$ cat config.mk
export PLATFORM = sky130hd
export DESIGN_NAME = fetch_unit
export DESIGN_NICKNAME = d
export VERILOG_FILES = /design/src/rtl/fetch_unit.sv
export SDC_FILE = /design/constraint.sdc
export NUM_CORES = 1
export LEC_CHECK = 0
export BUFFER_PORTS_ARGS = -buffer_cell sky130_fd_sc_hd__buf_2
export CORE_AREA = 5 5 195 197
export DETAILED_ROUTE_END_ITERATION = 16
export DIE_AREA = 0 0 200 202
export PLACE_DENSITY = 0.79
export SLEW_MARGIN = 10
export SYNTH_ARGS = -nofsm -noshare
export SYNTH_HDL_FRONTEND = slang
export SYNTH_SLANG_ARGS = --single-unit
$ cat constraint.sdc
create_clock -name clk -period 3.5 [get_ports clk]
set_input_delay 0.875 -clock clk [delete_from_list [all_inputs] [get_ports clk]]
set_output_delay 0.875 -clock clk [all_outputs]
set_load 0.02 [all_outputs]
$ cat src/rtl/fetch_unit.sv
// Instruction fetch stage: owns the fetch PC, issues credit-limited requests to an
// in-order variable-latency instruction memory and queues returned words for decode.
module fetch_unit #(
    parameter int          DEPTH    = 4,
    parameter logic [31:0] RESET_PC = 32'h0000_0000
) (
    input  logic        clk,
    input  logic        reset,
    output logic        imem_req_valid,
    output logic [31:0] imem_req_addr,
    input  logic        imem_req_ready,
    input  logic        imem_resp_valid,
    input  logic [31:0] imem_resp_data,
    input  logic        redirect_valid,
    input  logic [31:0] redirect_pc,
    output logic        inst_valid,
    output logic [31:0] inst,
    output logic [31:0] inst_pc,
    input  logic        inst_ready
);

    localparam int          AW          = $clog2(DEPTH);
    localparam int          CW          = AW + 1;
    localparam logic [CW:0] DEPTH_U     = (CW + 1)'(DEPTH);
    localparam logic [31:0] RESET_PC_AL = RESET_PC & 32'hFFFF_FFFC;

    typedef logic [AW-1:0] ptr_t;
    typedef logic [CW-1:0] cnt_t;

    logic [31:0] fetch_pc_q, fetch_pc_d;
    logic [31:0] pend_pc_q [DEPTH];
    ptr_t        pend_wr_q, pend_wr_d, pend_rd_q, pend_rd_d;
    cnt_t        outstanding_q, outstanding_d;

    logic [31:0] q_pc_q   [DEPTH];
    logic [31:0] q_data_q [DEPTH];
    ptr_t        q_head_q, q_head_d, q_tail_q, q_tail_d;
    cnt_t        q_count_q, q_count_d;
    cnt_t        drop_q, drop_d;

    logic        inst_valid_q, inst_valid_d;
    logic [31:0] inst_q, inst_d, inst_pc_q, inst_pc_d;

    logic [CW:0] used;
    logic        req_fire, resp_keep, resp_drop, pop;
    cnt_t        q_left;

    // Handshakes: a transfer happens on a cycle where valid && ready at the rising edge;
    // once raised, imem_req_valid/addr hold until accepted unless a redirect or reset withdraws them.
    assign used           = {1'b0, q_count_q} + {1'b0, outstanding_q};
    assign imem_req_valid = !reset && !redirect_valid && (used < DEPTH_U);
    assign imem_req_addr  = fetch_pc_q;
    assign req_fire       = imem_req_valid && imem_req_ready;
    assign resp_keep      = imem_resp_valid && !redirect_valid && (drop_q == '0);
    assign resp_drop      = imem_resp_valid && !redirect_valid && (drop_q != '0);
    assign pop            = (q_count_q != '0) && inst_ready && !redirect_valid;
    assign q_left         = q_count_q - cnt_t'(pop);

    always_comb begin
        fetch_pc_d    = fetch_pc_q;
        pend_wr_d     = pend_wr_q;
        pend_rd_d     = pend_rd_q;
        outstanding_d = outstanding_q;
        q_head_d      = q_head_q;
        q_tail_d      = q_tail_q;
        q_count_d     = q_count_q;
        drop_d        = drop_q;

        if (redirect_valid) begin
            // Everything in flight becomes garbage; a same-cycle response retires one of them.
            fetch_pc_d    = redirect_pc & 32'hFFFF_FFFC;
            pend_wr_d     = '0;
            pend_rd_d     = '0;
            outstanding_d = '0;
            q_head_d      = '0;
            q_tail_d      = '0;
            q_count_d     = '0;
            drop_d        = drop_q + outstanding_q - cnt_t'(imem_resp_valid);
        end else begin
            if (req_fire) begin
                fetch_pc_d = fetch_pc_q + 32'd4;
                pend_wr_d  = pend_wr_q + ptr_t'(1);
            end
            if (resp_keep) begin
                pend_rd_d = pend_rd_q + ptr_t'(1);
                q_tail_d  = q_tail_q + ptr_t'(1);
            end
            if (resp_drop) begin
                drop_d = drop_q - cnt_t'(1);
            end
            if (pop) begin
                q_head_d = q_head_q + ptr_t'(1);
            end
            outstanding_d = outstanding_q + cnt_t'(req_fire) - cnt_t'(resp_keep);
            q_count_d     = q_left + cnt_t'(resp_keep);
        end

        // The head register must see a word pushed this cycle when it lands on an emptied queue.
        inst_valid_d = (q_count_d != '0);
        inst_d       = '0;
        inst_pc_d    = '0;
        if (resp_keep && (q_left == '0)) begin
            inst_d    = imem_resp_data;
            inst_pc_d = pend_pc_q[pend_rd_q];
        end else if (q_count_d != '0) begin
            inst_d    = q_data_q[q_head_d];
            inst_pc_d = q_pc_q[q_head_d];
        end
    end

    always_ff @(posedge clk) begin
        if (req_fire) begin
            pend_pc_q[pend_wr_q] <= fetch_pc_q;
        end
        if (resp_keep) begin
            q_pc_q[q_tail_q]   <= pend_pc_q[pend_rd_q];
            q_data_q[q_tail_q] <= imem_resp_data;
        end
    end

    always_ff @(posedge clk or posedge reset) begin
        if (reset) begin
            fetch_pc_q    <= RESET_PC_AL;
            pend_wr_q     <= '0;
            pend_rd_q     <= '0;
            outstanding_q <= '0;
            q_head_q      <= '0;
            q_tail_q      <= '0;
            q_count_q     <= '0;
            drop_q        <= '0;
            inst_valid_q  <= 1'b0;
            inst_q        <= '0;
            inst_pc_q     <= '0;
        end else begin
            fetch_pc_q    <= fetch_pc_d;
            pend_wr_q     <= pend_wr_d;
            pend_rd_q     <= pend_rd_d;
            outstanding_q <= outstanding_d;
            q_head_q      <= q_head_d;
            q_tail_q      <= q_tail_d;
            q_count_q     <= q_count_d;
            drop_q        <= drop_d;
            inst_valid_q  <= inst_valid_d;
            inst_q        <= inst_d;
            inst_pc_q     <= inst_pc_d;
        end
    end

    assign inst_valid = inst_valid_q;
    assign inst       = inst_q;
    assign inst_pc    = inst_pc_q;

endmodule
Word-level counts from Yosys, hierarchy flattened
Memory sizes are Yosys's and may differ from the RTL's.
Index checks and enable logic that the tools add are counted.

storage, ports and cells
  memories = 3
  output and inout port bits = 98
  word-level logic and storage cells = 69
  bits of input ports = 70
  bits in writable memories = 384
  register bits after elaboration = 114

memories
  name       words  width  rd ports  clocked after Yosys merged registers in  wr ports  RTL line  text
  pend_pc_q  4      32     1         0                                        1         31        logic [31:0] pend_pc_q [DEPTH];
  q_data_q   4      32     1         0                                        1         36        logic [31:0] q_data_q [DEPTH];
  q_pc_q     4      32     1         0                                        1         35        logic [31:0] q_pc_q [DEPTH];

cells by class
  add/subtract/negate cells = 13
  order comparisons = 1
  reduce and logical (&&, ||, !) cells = 19
  muxes and demuxes = 22

operators with widths
  kind                                                        count
  two-way mux 32 bit                                          6
  adder 32 x 3 -> 32 bit, second input constant               1
  two-way mux 2 bit                                           8
  two-way mux 3 bit                                           4
  logical AND 1 bit                                           9
  nonzero test 3 bit                                          3
  subtractor 3 x 1 -> 3 bit                                   3
  adder 2 x 1 -> 2 bit, second input constant                 4
  adder 3 x 1 -> 3 bit                                        2
  zero test 3 bit                                             2
  nonzero test 2 bit                                          3
  adder 3 x 3 -> 4 bit                                        1
  less-than comparator 4 x 3 -> 1 bit, second input constant  1
  two-way mux 1 bit                                           4
  adder 3 bit                                                 1
  subtractor 3 x 1 -> 3 bit, second input constant            1
  zero test 1 bit                                             2

Depth between registers and ports, before layout
Gate-level depths: netlist of the first run.

  word-level depth = 9
  gate-level depth with buffers = 13

Worst setup path before layout of the first run
Ideal clock, no wire load.

  path kind = input to register
  from = in imem_resp_valid
  to = mem q_data_q[2][0], enable pin
  path slack = 0.222 ns
  required time = 3.074 ns
  library setup time = 0.426 ns
  stages on the path = 3
  arrival = 2.852 ns
  cell sequence = nand3b_1 nor2_1 and2_1

between the ends
  cells in the longest elaborated chain, start to end = 4

RTL lines
  element                                  RTL line  text
  start, declared                          12        input logic imem_resp_valid,
  logical AND 1 bit (2 in series)          54        assign resp_keep = imem_resp_valid && !redirect_valid && (drop_q == '0);
  two-way mux 1 bit                        115       if (resp_keep) begin
  two-way mux 1 bit (implied by the code)  117       q_data_q[q_tail_q] <= imem_resp_data;
  end, declared                            36

No other way between the ends.

Worst setup path after layout of the first run
  from = reg q_count_q[2]
  to = out imem_req_valid

between the ends
  cells in the longest elaborated chain, start to end = 3

RTL lines
  element                              RTL line  text
  start, declared                      38        cnt_t q_count_q, q_count_d;
  start signal, assigned               141       q_count_q <= q_count_d;
  adder 3 x 3 -> 4 bit                 50        assign used = {1'b0, q_count_q} + {1'b0, outstanding_q};
  less-than comparator 4 x 3 -> 1 bit  51        assign imem_req_valid = !reset && !redirect_valid && (used < DEPTH_U);
  logical AND 1 bit                    51
  end, declared                        9         output logic imem_req_valid,

No other way between the ends.

==> results.toml, run 1 <==
[global_routing]
grt_pass1_wl_mm = 66.7
grtUsageTotal = 0.210
antenna_found_initial = 0
first_global_vias = 11900
grt_max_degree = 123
grt_overflow_total = 0

[floorplanning]
boundaryPins = 168
initial_core_util = 0.524
core-area_um2 = 36100
rows = 70
die-area_um2 = 40400
dieHeight_um = 202
die_width_um = 200

[pwr]
peakVddDrop_mv = 0.439
p_per_area_nw_per_um2 = 590
p_leak_nw = 8.19
p_total_w = 0.0130

[synth]
ys_ff_latch = 478
synth_top_area_share = 0.584
synth_edf_count = 368
syn_avg_cell_area_um2 = 14.5
yosysTopAreaCell = "edfxtp_1"
synthTopCellsByArea = "edfxtp_1 (58%), dfrtp_1 (15%), mux4_2 (3.6%)"
ys_warn_count = 0
ys_types = 55
syn-cell-area_um2 = 18900
ys_async_sr_fraction = 0.230
ys_seq_area_frac = 0.730
syn_inst = 1308
ys.flop_type = "edfxtp_1"

[clocking]
cts_setup_buffers = 0
path_clk_slew_ns = 0.06
cts_max_level = 2
root_buffer = "clkbuf_16"
cts_buffers = 47
cts_tree = "yes"
ctsHoldBuffers = 0
cts.path.max_buffers = 3
cts_resized = 0
cts_sinks = 478
clk_latency_ns = 0.56

[final_layout]
seq_area_um2 = 13800
fillers = 2649
multi_input_area_um2 = 4660
area_growth_pct = 16.1
fin_nets = 1567
post-route-util = 0.609
drive_gt1_frac = 0.209
final_common_cell = "edfxtp_1"
antenna_cells = 0
mostFrequentLayoutCells = "edfxtp_1 (368), nand2_1 (171), buf_2 (160), nor2_1 (145), dfrtp_1 (109)"

[setup_path]
crit_family = "simple AND/OR/NAND/NOR gates"
critPathBufInv = 1
r2r-start = "outstanding_q[1]$_DFF_PP0_"
crit_chain = "ha_1 -> nor4_1 -> and3_1 -> buf_2"
startpoint_type = "flop"
cp_max_fo = 5
crit_start = "q_count_q[2]$_DFF_PP0_"
critPathCaptureType = "output port"
cpPeakStageDelay_ns = 0.46
critPathArrivalTime_ns = 2.07
r2r_slack_ns = 0.81
crit_type = "reg -> out"
cp.required_ns = 2.62
critPathSlowestCell = "dfrtp_1"

[hold_path]
hold_class = "in -> async"

[placement]
portBuffers = 161
place.gp.congestion = 0.850
dp_hpwl_mm = 24.7
post-place-ws_ns = 0.295

[sta]
tns_ns = 0
final-hold-violation-count = 0
layout_min_cycle_time_ns = 2.94
worst_slew_pin_slew_ns = 1.13
period_share = 0.840
clock.fmax_mhz = 340
fin_skew_ns = 0.0165
layout_setup_ws_ns = 0.559
max_slew_margin = 0.243
hold_ws_ns = 0.257
finalSetupViolations = 0
drv_slew = 0
rsz0062_at_grt = "no"

[detailed_routing]
routed_wl_mm = 43.1
vias_per_cell = 5.98
num_vias = 11800
routedWlPerCell_um = 21.8
antenna_left = 0
drt_iter0_drc = 892
drc = 0
dr.pass1.iters = 5

[run]
cap_violations = 0

[run_status]
outcome = "finished clean"
-- sequential cells by signal, summed over array words and instances (netlist names) --
register,count
q_data_q,128
outstanding_q,3
pend_pc_q,120
pend_wr_q,2
imem_req_addr,30
inst_pc,30
inst,32
inst_valid,1
q_head_q,2
q_pc_q,120
q_count_q,3
q_tail_q,2
pend_rd_q,2
drop_q,3
-- cell usage after synthesis (all sizes together), types with 10 or more instances --
cell and instances:
a21oi 10, a32o 62, buf 46, clkbuf 38
dfrtp 110, edfxtp 368, ha 21, inv 29
mux4 30, nand2 171, nand3 83, nor2 146
o211ai 12, o21ai 22, o22ai 60
-- cell families (layout without fill, tap and decap cells) --
family	Yosys count	count (layout)	synth area share
buf+inv	113	315	0.0268
fa+ha+maj	23	23	0.0160
xor+xnor	17	17	0.00787
simple gates	445	445	0.101
compound gates	196	196	0.0791
flops	478	478	0.730
mux	35	35	0.0386
other cells	1	4	0.000198
-- metal layers --
| layer | routed length, um | GRT usage | vias up |
|---|---|---|---|
| li1 | - | - | 5266 |
| met3 | 3120 | 0.0312 | 58 |
| met2 | 21600 | 0.352 | 540 |
| met1 | 17500 | 0.291 | 5985 |
| met5 | 0 | 0 | - |
| met4 | 864 | 0.0541 | 0 |
-- through the flow --
stage / instances / area, um^2
final: 1981 / 22000
after global routing: 1981 / 22000
after CTS: 1981 / 22000
after detailed placement: 1893 / 20400
after global placement: 1893 / 20400
after floorplan: 1311 / 18900
-- worst reg2reg max path, cell delays in order, from the launching register on --
cell      delay (ns)
dfrtp_1         0.45
ha_1            0.31
nand3_1         0.08
and4_1          0.23
buf_4           0.21
nor2_1          0.88
o21ai_0         0.23
o311ai_0        0.17
-- area by class of cell --
| type | count | share of cell area |
|---|---|---|
| tap | 468 | 0.0267 |
| clock inverter | 13 | 0.00809 |
| multi-input combinational | 720 | 0.212 |
| clock buffer | 75 | 0.0638 |
| sequential | 478 | 0.629 |
| inverter | 29 | 0.00524 |
| timing repair buffer | 198 | 0.0552 |
-- report_power, final --
group	switching [W]	internal (W)	total, W
Sequential	0.000193	0.00644	0.00663
Combinational	0.000829	0.000483	0.00131
Clock	0.00204	0.00298	0.00502
-- final timing paths --
| kind | end | cells past startpoint |
|---|---|---|
| setup / recovery | imem_req_valid | 4 |
| hold / removal | outstanding_q[0]$_DFF_PP0_ | 2 |
| setup reg to reg | imem_req_addr[14]$_DFFE_PP0N_ | 7 |
| hold reg to reg | pend_wr_q[0]$_DFFE_PP0N_ | 1 |
| max in group asynchronous | inst[25]$_DFF_PP0_ | 3 |
| min in group clk | imem_req_addr[15]$_DFFE_PP0N_ | 3 |
(Power assumes the default switching activity.)
==> run 2, diff against run 1 <==
--- a/config.mk
+++ b/config.mk
@@ -5,10 +5,11 @@
 export SDC_FILE = /design/constraint.sdc
 export NUM_CORES = 1
 export LEC_CHECK = 0
+export ABC_AREA = 1
 export BUFFER_PORTS_ARGS = -buffer_cell sky130_fd_sc_hd__buf_2
-export CORE_AREA = 5 5 195 197
+export CORE_AREA = 5 5 198 200
 export DETAILED_ROUTE_END_ITERATION = 16
-export DIE_AREA = 0 0 200 202
+export DIE_AREA = 0 0 203 205
 export PLACE_DENSITY = 0.79
 export SLEW_MARGIN = 10
 export SYNTH_ARGS = -nofsm -noshare
==> constraint.sdc (replaced) <==
create_clock -name clk -period 2.4 [get_ports clk]
set_input_delay 0.6 -clock clk [delete_from_list [all_inputs] [get_ports clk]]
set_output_delay 0.6 -clock clk [all_outputs]
set_load 0.02 [all_outputs]
==> run 2 against run 1 <==
Via count is 18% higher. Clock power is 52% higher. Combinational power grew to 3.5 times the previous value. Sequential share of layout area is 3.9 points lower. Critical path type unchanged. Critical path depth is 2 higher. Register-to-register slack worse by 0.74 ns. Wire length is 11% higher. Utilization is 2.1 points higher. Synthesized cell count is 34% higher. Flip-flop and latch count stayed put. Critical endpoint unchanged. Sequential power is 55% higher. Die area is 3.0% higher.
==> results.toml, run 2 <==
[run_status]
outcome = "finished clean"

[setup_path]
cp_common_cell = "buf_6"
r2r_slack_ns = 0.07
r2r-start = "q_count_q[1]$_DFF_PP0_"
crit_type = "reg -> out"
crit_family = "flip-flops"
cp.required_ns = 1.80
startpoint_type = "flop"
ff2ff_path_depth = 17
critPathCaptureType = "output port"
critPathSlowestCell = "dfrtp_2"
cpPeakStageDelay_ns = 0.46
cp_max_fo = 3
critPathArrivalTime_ns = 1.75
critPathBufInv = 2
r2r_end = "inst_pc[20]$_DFF_PP0_"
crit_chain = "ha_4 -> nand3_2 -> nand3_4 -> nor2_4 -> buf_6 -> buf_6"

[detailed_routing]
antenna_left = 0
drc = 0
drt_iter0_drc = 1274
vias_per_cell = 5.73
dr.pass1.iters = 5
routedWlPerCell_um = 19.6
routed_wl_mm = 47.8
num_vias = 14000

[synth]
synthTopCellsByArea = "edfxtp_1 (56%), dfrtp_1 (14%), nand3_1 (8.9%)"
synth_top_family_by_area = "simple AND/OR/NAND/NOR gates"
synth_xor_area_frac = 0.00575
ys_warn_count = 0
ys_ff_latch = 478
synth_compound_area_frac = 0.0360
syn-cell-area_um2 = 19800
ys.flop_type = "edfxtp_1"
ys_types = 35
synth_top_area_share = 0.558
yosysTopAreaCell = "edfxtp_1"
synthMuxAreaShare = 0
synth_edf_count = 368
syn_inst = 1750
synthAdderAreaFrac = 0.0153
yosysMostFrequentCell = "nand2_1"
ys_async_sr_fraction = 0.230
ys_seq_area_frac = 0.697
syn_avg_cell_area_um2 = 11.3
synth_commonest_cells = "nand2_1 (424), edfxtp_1 (368), nand3_1 (351)"
synthSimpleGateAreaFrac = 0.204

[final_layout]
fillers = 2655
area_growth_pct = 18.3
largest-register = "q_data_q"
final_common_cell = "nand2_1"
largest_reg_flops = 128
instances_no_fill = 2442
top_regs = "q_data_q x128, pend_pc_q x120, q_pc_q x120"
fin_nets = 2024
drive_gt1_frac = 0.184
mostFrequentLayoutCells = "nand2_1 (419), edfxtp_1 (368), nand3_1 (347), buf_2 (160), dfrtp_1 (109)"
antenna_cells = 0

[pwr]
p_per_area_nw_per_um2 = 961
p_leak_nw = 9.47
p_total_w = 0.0225
peakVddDrop_mv = 0.585

[run]
cap_violations = 0

[clocking]
path_clk_slew_ns = 0.06
cts_max_level = 2
ctsHoldBuffers = 0
cts_buffers = 46
cts_sinks = 478
cts.path.max_buffers = 3
cts_tree = "yes"
root_buffer = "clkbuf_16"
clk_latency_ns = 0.56

[floorplanning]
dieHeight_um = 205
boundaryPins = 168
initial_core_util = 0.532
rows = 71
core-area_um2 = 37200
die_width_um = 203
die-area_um2 = 41600

[sta]
period_share = 0.978
finalSetupViolations = 0
final-hold-violation-count = 0
fin_skew_ns = 0.0186
max_slew_margin = 0.536
worst_slew_pin_slew_ns = 0.697
tns_ns = 0
layout_setup_ws_ns = 0.0534
drv_slew = 0
clock.fmax_mhz = 426
layout_min_cycle_time_ns = 2.35

[global_routing]
first_global_vias = 14100
antenna_found_initial = 0
grt_pass1_wl_mm = 74.2
grt_max_degree = 125
grtUsageTotal = 0.224
grt_overflow_total = 0

[hold_path]
min_delay_path_depth = 3
worstHoldEndpoint = "imem_req_addr[14]$_DFFE_PP0N_"
hold_class = "in -> reg"
hp-start = "redirect_pc[14]"

[placement]
dp_hpwl_mm = 26.7
portBuffers = 161
dp_cells = 2341
post-place-ws_ns = -0.213
place.gp.congestion = 0.904
run 2: power breakdown:
group	internal, W	switching (W)	leakage, nW	total (W)
Combinational	0.00160	0.00300	3.91	0.00459
Sequential	0.00977	0.000496	4.77	0.0103
Clock	0.00467	0.00299	0.793	0.00765
run 2: worst max-delay path by stage:
stage                           start                    endpoint  slack [ns]  cells past startpoint
2_1_floorplan                   reset  outstanding_q[1]$_DFF_PP0_       -1.69                     11
3_3_place_gp           redirect_valid       inst_pc[29]$_DFF_PP0_       -0.16                     18
3_5_place_dp           redirect_valid       inst_pc[31]$_DFF_PP0_       -0.21                     18
4_1_cts        q_count_q[2]$_DFF_PP0_              imem_req_valid        0.02                      7
5_1_grt        q_count_q[1]$_DFF_PP0_          inst[29]$_DFF_PP0_       -0.03                     12
6_report       q_count_q[1]$_DFF_PP0_              imem_req_valid        0.05                      6
run 2: kinds of logic after synthesis:
family	Yosys count
xor gates and xnor gates	13
DFF	478
and+or+nand+nor	925
other	1
AOI/OAI and AO/OA	131
adders and majority gates	23
buffers and inverters	179
run 2: area by class of cell:
| cell class | instances | area, um^2 | area share |
|---|---|---|---|
| timing repair inverter | 1 | 11.3 | 0.000481 |
| inverter | 82 | 332 | 0.0142 |
| tap | 474 | 593 | 0.0253 |
| clock buffer | 54 | 1240 | 0.0530 |
| multi-input combinational | 1096 | 5380 | 0.229 |
| sequential | 478 | 13800 | 0.589 |
| clock inverter | 31 | 380 | 0.0162 |
| timing repair buffer | 226 | 1690 | 0.0721 |
run 2: through the flow:
| step | util | instance area (um^2) | hold slack [ns] |
|---|---|---|---|
| floorplan | - | 19900 | 0.536 |
| global placement | 0.576 | 21400 | 0.548 |
| detailed placement | 0.576 | 21400 | 0.563 |
| CTS | 0.621 | 23100 | 0.251 |
| global route | 0.629 | 23400 | 0.264 |
| finish | 0.629 | 23400 | 0.266 |
run 2: worst reg2reg max path, cell delays in order (launching register included):
cell and delay, ns:
dfrtp_2 0.46, nor2_4 0.12, nand2_2 0.08, nand3_2 0.07, inv_2 0.05, ha_4 0.26
inv_2 0.04, ha_4 0.25, inv_2 0.03, nor2_2 0.10, nor2_1 0.05, nand2_1 0.12
nand2_4 0.10, buf_12 0.15, inv_8 0.09, clkbuf_16 0.16, nand3_1 0.08, nand2_1 0.07
run 2: timing repair:
action | 4_1_cts | 5_1_grt
resized for setup | 9 | 31
endpoints found under the hold margin | 0 | 0
cloned | 0 | 8
setup buffers | 3 | 5
setup endpoints to repair | 3 | 63
pin swaps | 2 | 9
run 2: layer usage:
layer  vias to the layer above  share of wire  GRT usage
met1                      6710           0.39      0.298
met5                         -              0          0
met3                        95          0.090     0.0312
met2                       754           0.50      0.387
met4                         0          0.024     0.0679
li1                       6431              -          -
==> run 3, diff against run 2 <==
--- a/config.mk
+++ b/config.mk
@@ -7,9 +7,9 @@
 export LEC_CHECK = 0
 export ABC_AREA = 1
 export BUFFER_PORTS_ARGS = -buffer_cell sky130_fd_sc_hd__buf_2
-export CORE_AREA = 5 5 198 200
+export CORE_AREA = 5 5 142 279
 export DETAILED_ROUTE_END_ITERATION = 16
-export DIE_AREA = 0 0 203 205
+export DIE_AREA = 0 0 147 284
 export PLACE_DENSITY = 0.79
 export SLEW_MARGIN = 10
 export SYNTH_ARGS = -nofsm -noshare
==> run 3 against run 2 <==
Critical path depth unchanged. Design area down 1.7%. Clock-buffer cell count decreased by 2. First-iteration DRC count decreased by 27%. Register-to-register slack improved by 0.02 ns. Clock power is 14% lower. Via count decreased by 1.7%. Wire length is 0.62% higher. Utilization shrank 0.95 points. Highest routed layer unchanged.
==> results.toml, run 3 (synthesis gave the netlist of run 2 again) <==
[global_routing]
grt_pass1_wl_mm = 74.5
first_global_vias = 14200
grt_overflow_total = 0
grtUsageTotal = 0.227
grt_max_degree = 69
antenna_found_initial = 0

[final_layout]
instances_no_fill = 2416
largest_reg_flops = 128
antenna_cells = 0
drive_gt1_frac = 0.173
largest-register = "q_data_q"
top_regs = "q_data_q x128, pend_pc_q x120, q_pc_q x120"
final_common_cell = "nand2_1"
mostFrequentLayoutCells = "nand2_1 (421), edfxtp_1 (368), nand3_1 (349), buf_2 (160), nor2_1 (110)"
post-route-util = 0.620
area_growth_pct = 16.4
fin_nets = 2020

[setup_path]
cp_max_fo = 3
critPathCaptureType = "output port"
cp.required_ns = 1.80
crit_type = "reg -> out"
startpoint_type = "flop"
critPathArrivalTime_ns = 1.77

[pwr]
switchingPower_w = 0.00623
p_leak_nw = 9.35
cellInternalPower_w = 0.0149
seqPwrFrac = 0.482
peakVddDrop_mv = 0.675
p_per_area_nw_per_um2 = 919
swShare = 0.294
clkPwrFrac = 0.310
pwr-share-comb = 0.209

[placement]
dp_hpwl_mm = 30.2
dp_cells = 2337
place.gp.congestion = 0.908
portBuffers = 161

[clocking]
path_clk_slew_ns = 0.07
cts.path.max_buffers = 3
cts_buffers = 41
cts_max_level = 2
cts_tree = "yes"
clk_latency_ns = 0.54
cts_sinks = 478
root_buffer = "clkbuf_16"

[detailed_routing]
drc = 0
num_vias = 13800
dr.pass1.iters = 6
routed_wl_mm = 48.1
vias_per_cell = 5.69
routedWlPerCell_um = 19.9
drt_iter0_drc = 925
antenna_left = 0

[sta]
fin_skew_ns = 0.0141
worst_slew_pin_slew_ns = 0.673
max_slew_margin = 0.551
drv_slew = 0
period_share = 0.986
finalSetupViolations = 0
rsz0062_at_grt = "yes"
final-hold-violation-count = 0
layout_min_cycle_time_ns = 2.37
clock.fmax_mhz = 423

[run]
cap_violations = 0

[floorplanning]
core-area_um2 = 37200
die-area_um2 = 41700
dieHeight_um = 284
rows = 100
initial_core_util = 0.533
boundaryPins = 168
die_width_um = 147

[hold_path]
hold_class = "in -> reg"

[run_status]
outcome = "finished clean"
[run 3: area by class of cell]
cell class,instances,area [um^2]
clock buffers,52,1100
flip-flops and latches,478,13800
repair buffers,228,1720
multi-input cells,1096,5290
inverters,82,327
fillers,2754,14100
well taps,459,574
clock inverters,21,224
[run 3: worst paths after layout]
| check | startpoint | endpoint | slack (ns) | depth (start not counted) |
|---|---|---|---|---|
| setup reg to reg | q_count_q[1]$_DFF_PP0_ | outstanding_q[1]$_DFF_PP0_ | 0.09 | 12 |
| hold reg to reg | q_data_q[2][12]$_DFFE_PP_ | inst[12]$_DFF_PP0_ | 0.58 | 4 |
| setup / recovery | q_count_q[1]$_DFF_PP0_ | imem_req_valid | 0.03 | 6 |
| max in group asynchronous | reset | inst_pc[20]$_DFF_PP0_ | 1.01 | 4 |
| hold / removal | redirect_pc[22] | imem_req_addr[22]$_DFFE_PP0N_ | 0.27 | 3 |
| min in group asynchronous | reset | drop_q[2]$_DFFE_PP0P_ | 0.29 | 3 |
[run 3: timing repair]
action                                  in CTS  in global routing
gates resized for setup                      5                 19
pin swaps                                    2                  2
hold buffers                                 0                  0
endpoints found under the setup margin       3                 62
setup buffers                                1                  2
cloned                                       0                  3
[run 3: layer usage]
| layer | wire length [um] | GRT usage |
|---|---|---|
| met5 | 0 | 0 |
| met4 | 1860 | 0.108 |
| met3 | 2570 | 0.0288 |
| met2 | 26800 | 0.426 |
| met1 | 16900 | 0.250 |
[run 3: worst max-delay path, cell delays in order (launching register included)]
cell and delay [ns]:
dfrtp_1 0.41, ha_1 0.30, nand3_2 0.09, nand3_4 0.09, nor2_4 0.12, buf_6 0.10, buf_6 0.11
[run 3: stage by stage]
step	TNS, ns	setup WS (ns)	power (W)	cell area [um^2]	hold WS (ns)
4_1_cts	-0.0104	-0.0104	0.0211	22900	0.253
2_1_floorplan	-526.57	-1.69	0.0129	19900	0.536
6_report	0	0.0342	0.0212	23000	0.270
5_1_grt	-1.88	-0.0629	0.0221	23000	0.279
3_5_place_dp	-9.67	-0.209	0.0146	21600	0.563
3_3_place_gp	-8.61	-0.170	0.0144	21600	0.547
[run 3: power groups by stage]
stage,registers (W),clock network [W],logic [W]
floorplan,0.0107,0,0.00223
global placement,0.0104,0,0.00401
detailed placement,0.0104,0,0.00420
CTS,0.0102,0.00668,0.00426
global route,0.0103,0.00698,0.00486
finish,0.0102,0.00656,0.00442
